### config.mk
export PLATFORM = sky130hd
export DESIGN_NAME = serial_frame_tx_flat
export DESIGN_NICKNAME = d
export VERILOG_FILES = /design/src/rtl/serial_frame_tx_if.sv /design/src/rtl/serial_frame_tx.sv /design/src/flat_wrapper.sv
export SDC_FILE = /design/constraint.sdc
export NUM_CORES = 1
export LEC_CHECK = 0
export ABC_AREA = 1
export BUFFER_PORTS_ARGS = -buffer_cell sky130_fd_sc_hd__buf_2
export CAP_MARGIN = 30
export CORE_MARGIN = 3
export CORE_UTILIZATION = 56
export CTS_BUF_LIST = sky130_fd_sc_hd__clkbuf_16
export DETAILED_ROUTE_END_ITERATION = 8
export HOLD_SLACK_MARGIN = 0.1
export PLACE_DENSITY = 0.79
export SYNTH_ARGS = -nofsm -noshare
export SYNTH_HDL_FRONTEND = slang
export SYNTH_SLANG_ARGS = --single-unit
### constraint.sdc
create_clock -name CLK_30MHZ -period 2 [get_ports CLK_30MHZ]
set_clock_uncertainty 0.2 [all_clocks]
set_input_delay 0.4 -clock CLK_30MHZ [delete_from_list [all_inputs] [get_ports CLK_30MHZ]]
set_output_delay 0.4 -clock CLK_30MHZ [all_outputs]
set_load 0.05 [all_outputs]
### src/rtl/serial_frame_tx_if.sv
// Handshake and data bundle for serial_frame_tx: frame request, payload bytes,
// and the registered serial line / status returned by the transmitter.
interface serial_frame_tx_if;
    logic       LOAD;
    logic       MODE;
    logic [7:0] DIN_A;
    logic [7:0] DIN_B;
    logic [7:0] DIN_C;
    logic       DOUT;
    logic       READY;
    logic       DONE;

    modport master (
        output LOAD, MODE, DIN_A, DIN_B, DIN_C,
        input  DOUT, READY, DONE
    );

    modport slave (
        input  LOAD, MODE, DIN_A, DIN_B, DIN_C,
        output DOUT, READY, DONE
    );
endinterface

### src/rtl/serial_frame_tx.sv
// Parallel-to-serial frame transmitter: all-ones preamble, start bit, 8 or 24
// data bits MSB first, optional even parity; DOUT/READY/DONE are registered.
module serial_frame_tx #(
    parameter int PRE_LEN   = 11,
    parameter bit PARITY_EN = 1'b1
) (
    input  logic             CLK_30MHZ,
    input  logic             RST,
    serial_frame_tx_if.slave bus
);

    typedef enum logic [2:0] {
        IDLE,
        PRE,
        START,
        DATA,
        PAR
    } state_t;

    localparam logic [4:0] PRE_LAST = 5'(PRE_LEN - 1);

    state_t      state;
    logic [23:0] shreg;
    logic [4:0]  cnt;
    logic        wide;
    logic        par;

    // State names the bit currently on DOUT; each branch registers the next bit.
    always_ff @(posedge CLK_30MHZ) begin
        if (RST) begin
            state     <= IDLE;
            shreg     <= '0;
            cnt       <= '0;
            wide      <= 1'b0;
            par       <= 1'b0;
            bus.DOUT  <= 1'b1;
            bus.READY <= 1'b1;
            bus.DONE  <= 1'b0;
        end else begin
            bus.DONE <= 1'b0;
            case (state)
                IDLE: begin
                    bus.DOUT  <= 1'b1;
                    bus.READY <= 1'b1;
                    if (bus.LOAD) begin
                        state     <= PRE;
                        shreg     <= bus.MODE ? {bus.DIN_A, bus.DIN_B, bus.DIN_C}
                                              : {bus.DIN_A, 16'h0000};
                        wide      <= bus.MODE;
                        par       <= 1'b0;
                        cnt       <= PRE_LAST;
                        bus.READY <= 1'b0;
                    end
                end
                PRE: begin
                    if (cnt == '0) begin
                        state    <= START;
                        cnt      <= '0;
                        bus.DOUT <= 1'b0;
                    end else begin
                        cnt <= cnt - 5'd1;
                    end
                end
                START: begin
                    state    <= DATA;
                    cnt      <= wide ? 5'd23 : 5'd7;
                    bus.DOUT <= shreg[23];
                    par      <= par ^ shreg[23];
                    shreg    <= {shreg[22:0], 1'b0};
                end
                DATA: begin
                    if (cnt != '0) begin
                        cnt      <= cnt - 5'd1;
                        bus.DOUT <= shreg[23];
                        par      <= par ^ shreg[23];
                        shreg    <= {shreg[22:0], 1'b0};
                    end else if (PARITY_EN) begin
                        // par already includes the last data bit, now on DOUT
                        state    <= PAR;
                        cnt      <= '0;
                        bus.DOUT <= par;
                    end else begin
                        state     <= IDLE;
                        cnt       <= '0;
                        bus.DOUT  <= 1'b1;
                        bus.READY <= 1'b1;
                        bus.DONE  <= 1'b1;
                    end
                end
                PAR: begin
                    state     <= IDLE;
                    cnt       <= '0;
                    bus.DOUT  <= 1'b1;
                    bus.READY <= 1'b1;
                    bus.DONE  <= 1'b1;
                end
                default: begin
                    state     <= IDLE;
                    cnt       <= '0;
                    bus.DOUT  <= 1'b1;
                    bus.READY <= 1'b1;
                end
            endcase
        end
    end

endmodule

### src/flat_wrapper.sv
// flat-port wrapper written by rule: the top's interface ports become plain ports
module serial_frame_tx_flat 
#(
    parameter int PRE_LEN   = 11,
    parameter bit PARITY_EN = 1'b1
)
  (CLK_30MHZ, RST, bus_LOAD, bus_MODE, bus_DIN_A, bus_DIN_B, bus_DIN_C, bus_DOUT, bus_READY, bus_DONE);
  serial_frame_tx_if bus_i ();
  input  logic CLK_30MHZ;
  input  logic RST;
  input wire logic [$bits(bus_i.LOAD)-1:0] bus_LOAD;
  input wire logic [$bits(bus_i.MODE)-1:0] bus_MODE;
  input wire logic [$bits(bus_i.DIN_A)-1:0] bus_DIN_A;
  input wire logic [$bits(bus_i.DIN_B)-1:0] bus_DIN_B;
  input wire logic [$bits(bus_i.DIN_C)-1:0] bus_DIN_C;
  output wire logic [$bits(bus_i.DOUT)-1:0] bus_DOUT;
  output wire logic [$bits(bus_i.READY)-1:0] bus_READY;
  output wire logic [$bits(bus_i.DONE)-1:0] bus_DONE;
  assign bus_i.LOAD = bus_LOAD;
  assign bus_i.MODE = bus_MODE;
  assign bus_i.DIN_A = bus_DIN_A;
  assign bus_i.DIN_B = bus_DIN_B;
  assign bus_i.DIN_C = bus_DIN_C;
  assign bus_DOUT = bus_i.DOUT;
  assign bus_READY = bus_i.READY;
  assign bus_DONE = bus_i.DONE;
  serial_frame_tx #(.PRE_LEN(PRE_LEN), .PARITY_EN(PARITY_EN)) u_core (.CLK_30MHZ(CLK_30MHZ), .RST(RST), .bus(bus_i));
endmodule
==> impl_summary.txt <==
----------------------------------------------------
[Detailed routing]
  Routed via count ... approximately 2,000
  Detail Route Antenna Nets ... 0
  Number of search-and-repair iterations in the first detailed-routing pass ... 4
  Routed vias/inst ... 5.16
  WL/cell ... between 10 and 15 um
  Number of remaining DRC errors ... 0
  Routed wire length ... 4270 um
  Iteration-0 DRC count of the detailed router ... 142

[Critical path]
  Critical path start-end classification ... reg2reg
  Depth of the worst register-to-register path ... 8
  Start point of the critical path ... u_core.cnt[0]
  Capturing point of the worst reg2reg path ... u_core.shreg[8]
  Category of cells accounting for the largest share of critical-path delay ... simple AND/OR/NAND/NOR gates
  Slowest cell delay on critical path ... 0.32 ns
  Required time at the endpoint of the critical path ... 2.01 ns
  Maximum fanout along the worst path ... 23
  Critical path buffers and inverters ... 2
  Worst Setup End Kind ... register
  Crit path DAT ... 1.77 ns
  Critical R2R Launch ... u_core.cnt[0]
  Startpoint class of the critical path ... register
  CP Depth ... 8
  Capturing element of the worst setup path ... u_core.shreg[8]
  Worst-case register-to-register setup slack ... ~0.24 ns
  Critical-path cell list ... inv_1, ha_1, nand3_2, nand2_4, nand2_4, inv_4, nor2_1, nor2_1
  Critical path's slowest cell ... sky130_fd_sc_hd__dfxtp_1

[STA]
  Final Hold Violating Endpoints ... 0
  Max Slew Vio Count ... 0
  Final setup margin ... 0.236 ns
  Max transition margin ... 0.598
  Unrepaired setup endpoints after global routing ... false
  Worst-Margin Slew ... 0.602 ns
  Highest clock frequency the design can meet ... 567 MHz
  Min Clock Period, post-route ... roughly 1.8 ns
  Setup tns final ... 0 ns
  # setup viols final ... 0
  Crit share post-route ... 0.882

[Power and ir drop]
  Internal power of the cells ... 1.51 mW
  Sw frac ... 0.327
  Power per cell area ... 998 nW/um2
  Portion of total power attributed to combinational logic ... 0.287
  Switch Pwr ... 0.736 mW
  Static Leakage ... 1.11 nW
  Clock network power share ... 0.319
  Worst VDD drop ... approximately 0.00065 V
  Share of total power in sequential cells ... 0.394

[Floorplan]
  Area of the die ... 4250 um2
  Number of placed I/O pins ... 31
  Y dimension of the die ... 65.2 um
  Die X ... 65.2 um
  Area of the core region ... 3200 um2
  Initial core utilization ... 0.613
  Number of rows in the core area ... 20

[Synthesis]
  Most area-consuming cells after synthesis ... sky130_fd_sc_hd__dfxtp_1 (38%), sky130_fd_sc_hd__nor2_1 (12%), sky130_fd_sc_hd__nand2_1 (11%), sky130_fd_sc_hd__nand3_1 (11%), sky130_fd_sc_hd__inv_1 (6.3%)
  Seq/Total Area, Yosys ... 0.377
  Number of enable-type register cells in the synthesized netlist ... 0
  Most frequent cells after synthesis ... sky130_fd_sc_hd__nor2_1 (63), sky130_fd_sc_hd__nand2_1 (60), sky130_fd_sc_hd__nand3_1 (44)
  Cell area after synthesis ... 1960 um2
  Post-synthesis cell type count ... 26
  Area fraction of the dominant cell type after synthesis ... 0.377
  Library cell with the largest summed area after synthesis ... sky130_fd_sc_hd__dfxtp_1
  Synthesized flop and latch total ... 37
  Most frequent cell after synthesis ... sky130_fd_sc_hd__nor2_1
  Gate Count Post-Synth ... 306
  Flip-flop cell with the highest count after synthesis ... sky130_fd_sc_hd__dfxtp_1
  Synthesized netlist net count ... 335
  Mean instance size in the synthesized netlist ... between 6 and 7 um2
  Yosys Warn Count ... 0
  Proportion of register bits with asynchronous set or reset after synthesis ... 0

[Global route]
  All-Layer GR Usage ... 0.220
  Number of antenna violations at the first check in global routing ... 0
  Number of global-route vias before repair ... ~1,700
  Global-route wire length before repair ... 7400 um
  Final global-route overflow total ... 0
  Pin count of the biggest net entering global routing ... 46

[Layout]
  Area Overhead vs Synth ... 14.8%
  NumNets Final ... between 300 and 400
  Filler cells ... 295
  Final core utilization ... 0.704
  Share of layout cells above drive strength 1 ... 0.156
  Diode count ... 0

[CTS]
  Max clock buf depth ... 2
  Register clock-pin slew on the reported worst setup and hold paths ... ~0.050 ns
  H-tree depth reported by CTS ... 2
  Number of CTS-inserted buffers ... 5
  Sinks on the clock net ... 37
  TritonCTS clock tree ... done
  Post CTS Setup Buffer Count ... 0
  Clock latency at the later pin of the worst-skew pair ... 0.28 ns
  Library cell used as clock root buffer ... sky130_fd_sc_hd__clkbuf_16
  Hold-fix buffers, CTS ... 0
  Number of instances resized during post-cts repair ... 0

[Place]
  Gpl congestion ... 0.835
  Detailed placement HPWL ... 2860 um
  IO buf count ... 30
  Post-placement worst setup slack ... 0.252 ns

[Run]
  Number of max-capacitance violations reported ... 0

[Outcome]
  Status ... completed

[Worst hold path]
  Hold Path Class ... in2reg

----------------------------------------------------
-- power by group through the flow --
stage                     clock network [mW]  logic, mW  registers, mW
after floorplan                            0      0.497          0.909
after CTS                              0.727      0.644          0.884
after detailed placement                   0      0.632          0.899
after global placement                     0      0.623          0.896
final                                  0.718      0.646          0.885
after global routing                   0.766      0.752          0.896
-- cell type report --
type	instances	area, um2	area share
clock buffer	5	125	0.0555
clock inverter	2	7.51	0.00333
inverter	38	145	0.0644
multi-input combinational	216	980	0.435
sequential	37	741	0.329
tap	44	55.1	0.0244
timing repair buffer	35	200	0.0888
-- cells in the final DEF, fill, tap and decap left out, types with 2 or more instances in the layout --
cell type	instances
sky130_fd_sc_hd__nor2_1	63
sky130_fd_sc_hd__nand2_1	60
sky130_fd_sc_hd__nand3_1	44
sky130_fd_sc_hd__dfxtp_1	37
sky130_fd_sc_hd__inv_1	34
sky130_fd_sc_hd__buf_2	30
sky130_fd_sc_hd__o21ai_0	24
sky130_fd_sc_hd__a21oi_1	8
sky130_fd_sc_hd__clkbuf_16	5
sky130_fd_sc_hd__buf_4	4
sky130_fd_sc_hd__inv_2	3
sky130_fd_sc_hd__nor2_2	2
sky130_fd_sc_hd__nand2_4	2
sky130_fd_sc_hd__clkinv_1	2
sky130_fd_sc_hd__nor4_1	2
sky130_fd_sc_hd__o21ai_1	2
sky130_fd_sc_hd__nand4_1	2
-- metal layers --
metal  GRT usage  wire [um]  vias to the layer above
li1            -          -                     1012
met1       0.299       1980                      852
met2       0.340       1930                       79
met3      0.0530        337                        4
met4      0.0751         29                        0
met5           0          0                        -
-- logic make-up after synthesis --
group,share of synthesized area
flops,0.377
buf+inv,0.124
xor+xnor,0.00446
compound gates,0.0931
simple gates,0.395
fa+ha+maj,0.00637
-- how the worst min path moves through the flow --
stage | from | end | slack, ns | cells after the start
after global routing | bus_DIN_C[0] | u_core.shreg[0] | 0.24 | 3
after floorplan | u_core.cnt[4] | u_core.cnt[4] | 0.24 | 2
after detailed placement | u_core.wide | u_core.wide | 0.26 | 2
final | bus_DIN_C[0] | u_core.shreg[0] | 0.23 | 3
after CTS | bus_DIN_C[0] | u_core.shreg[0] | 0.23 | 3
after global placement | u_core.cnt[4] | u_core.cnt[4] | 0.25 | 2
-- through the flow --
step	instance area (um2)	std cells	total power [mW]	hold WS (ns)
finish	2250	377	2.25	0.226
global route	2250	377	2.41	0.242
CTS	2250	377	2.26	0.228
detailed placement	2120	370	1.53	0.261
global placement	2120	370	1.52	0.249
floorplan	1960	306	1.41	0.239
-- worst register-to-register path, delay by kind of cell, from the launching register on --
| family | cells | cell delay (ns) |
|---|---|---|
| simple gates | 5 | 0.63 |
| flops | 1 | 0.32 |
| buf+inv | 2 | 0.30 |
| fa+ha+maj | 1 | 0.24 |
-- sequential cells by signal (all words and copies together), names as in the netlist --
name              flops
u_core.bus.DONE       1
u_core.bus.DOUT       1
u_core.bus.READY      1
u_core.cnt            5
u_core.par            1
u_core.shreg         24
u_core.state          3
u_core.wide           1
No activity file was read; power rests on OpenSTA's default activity.
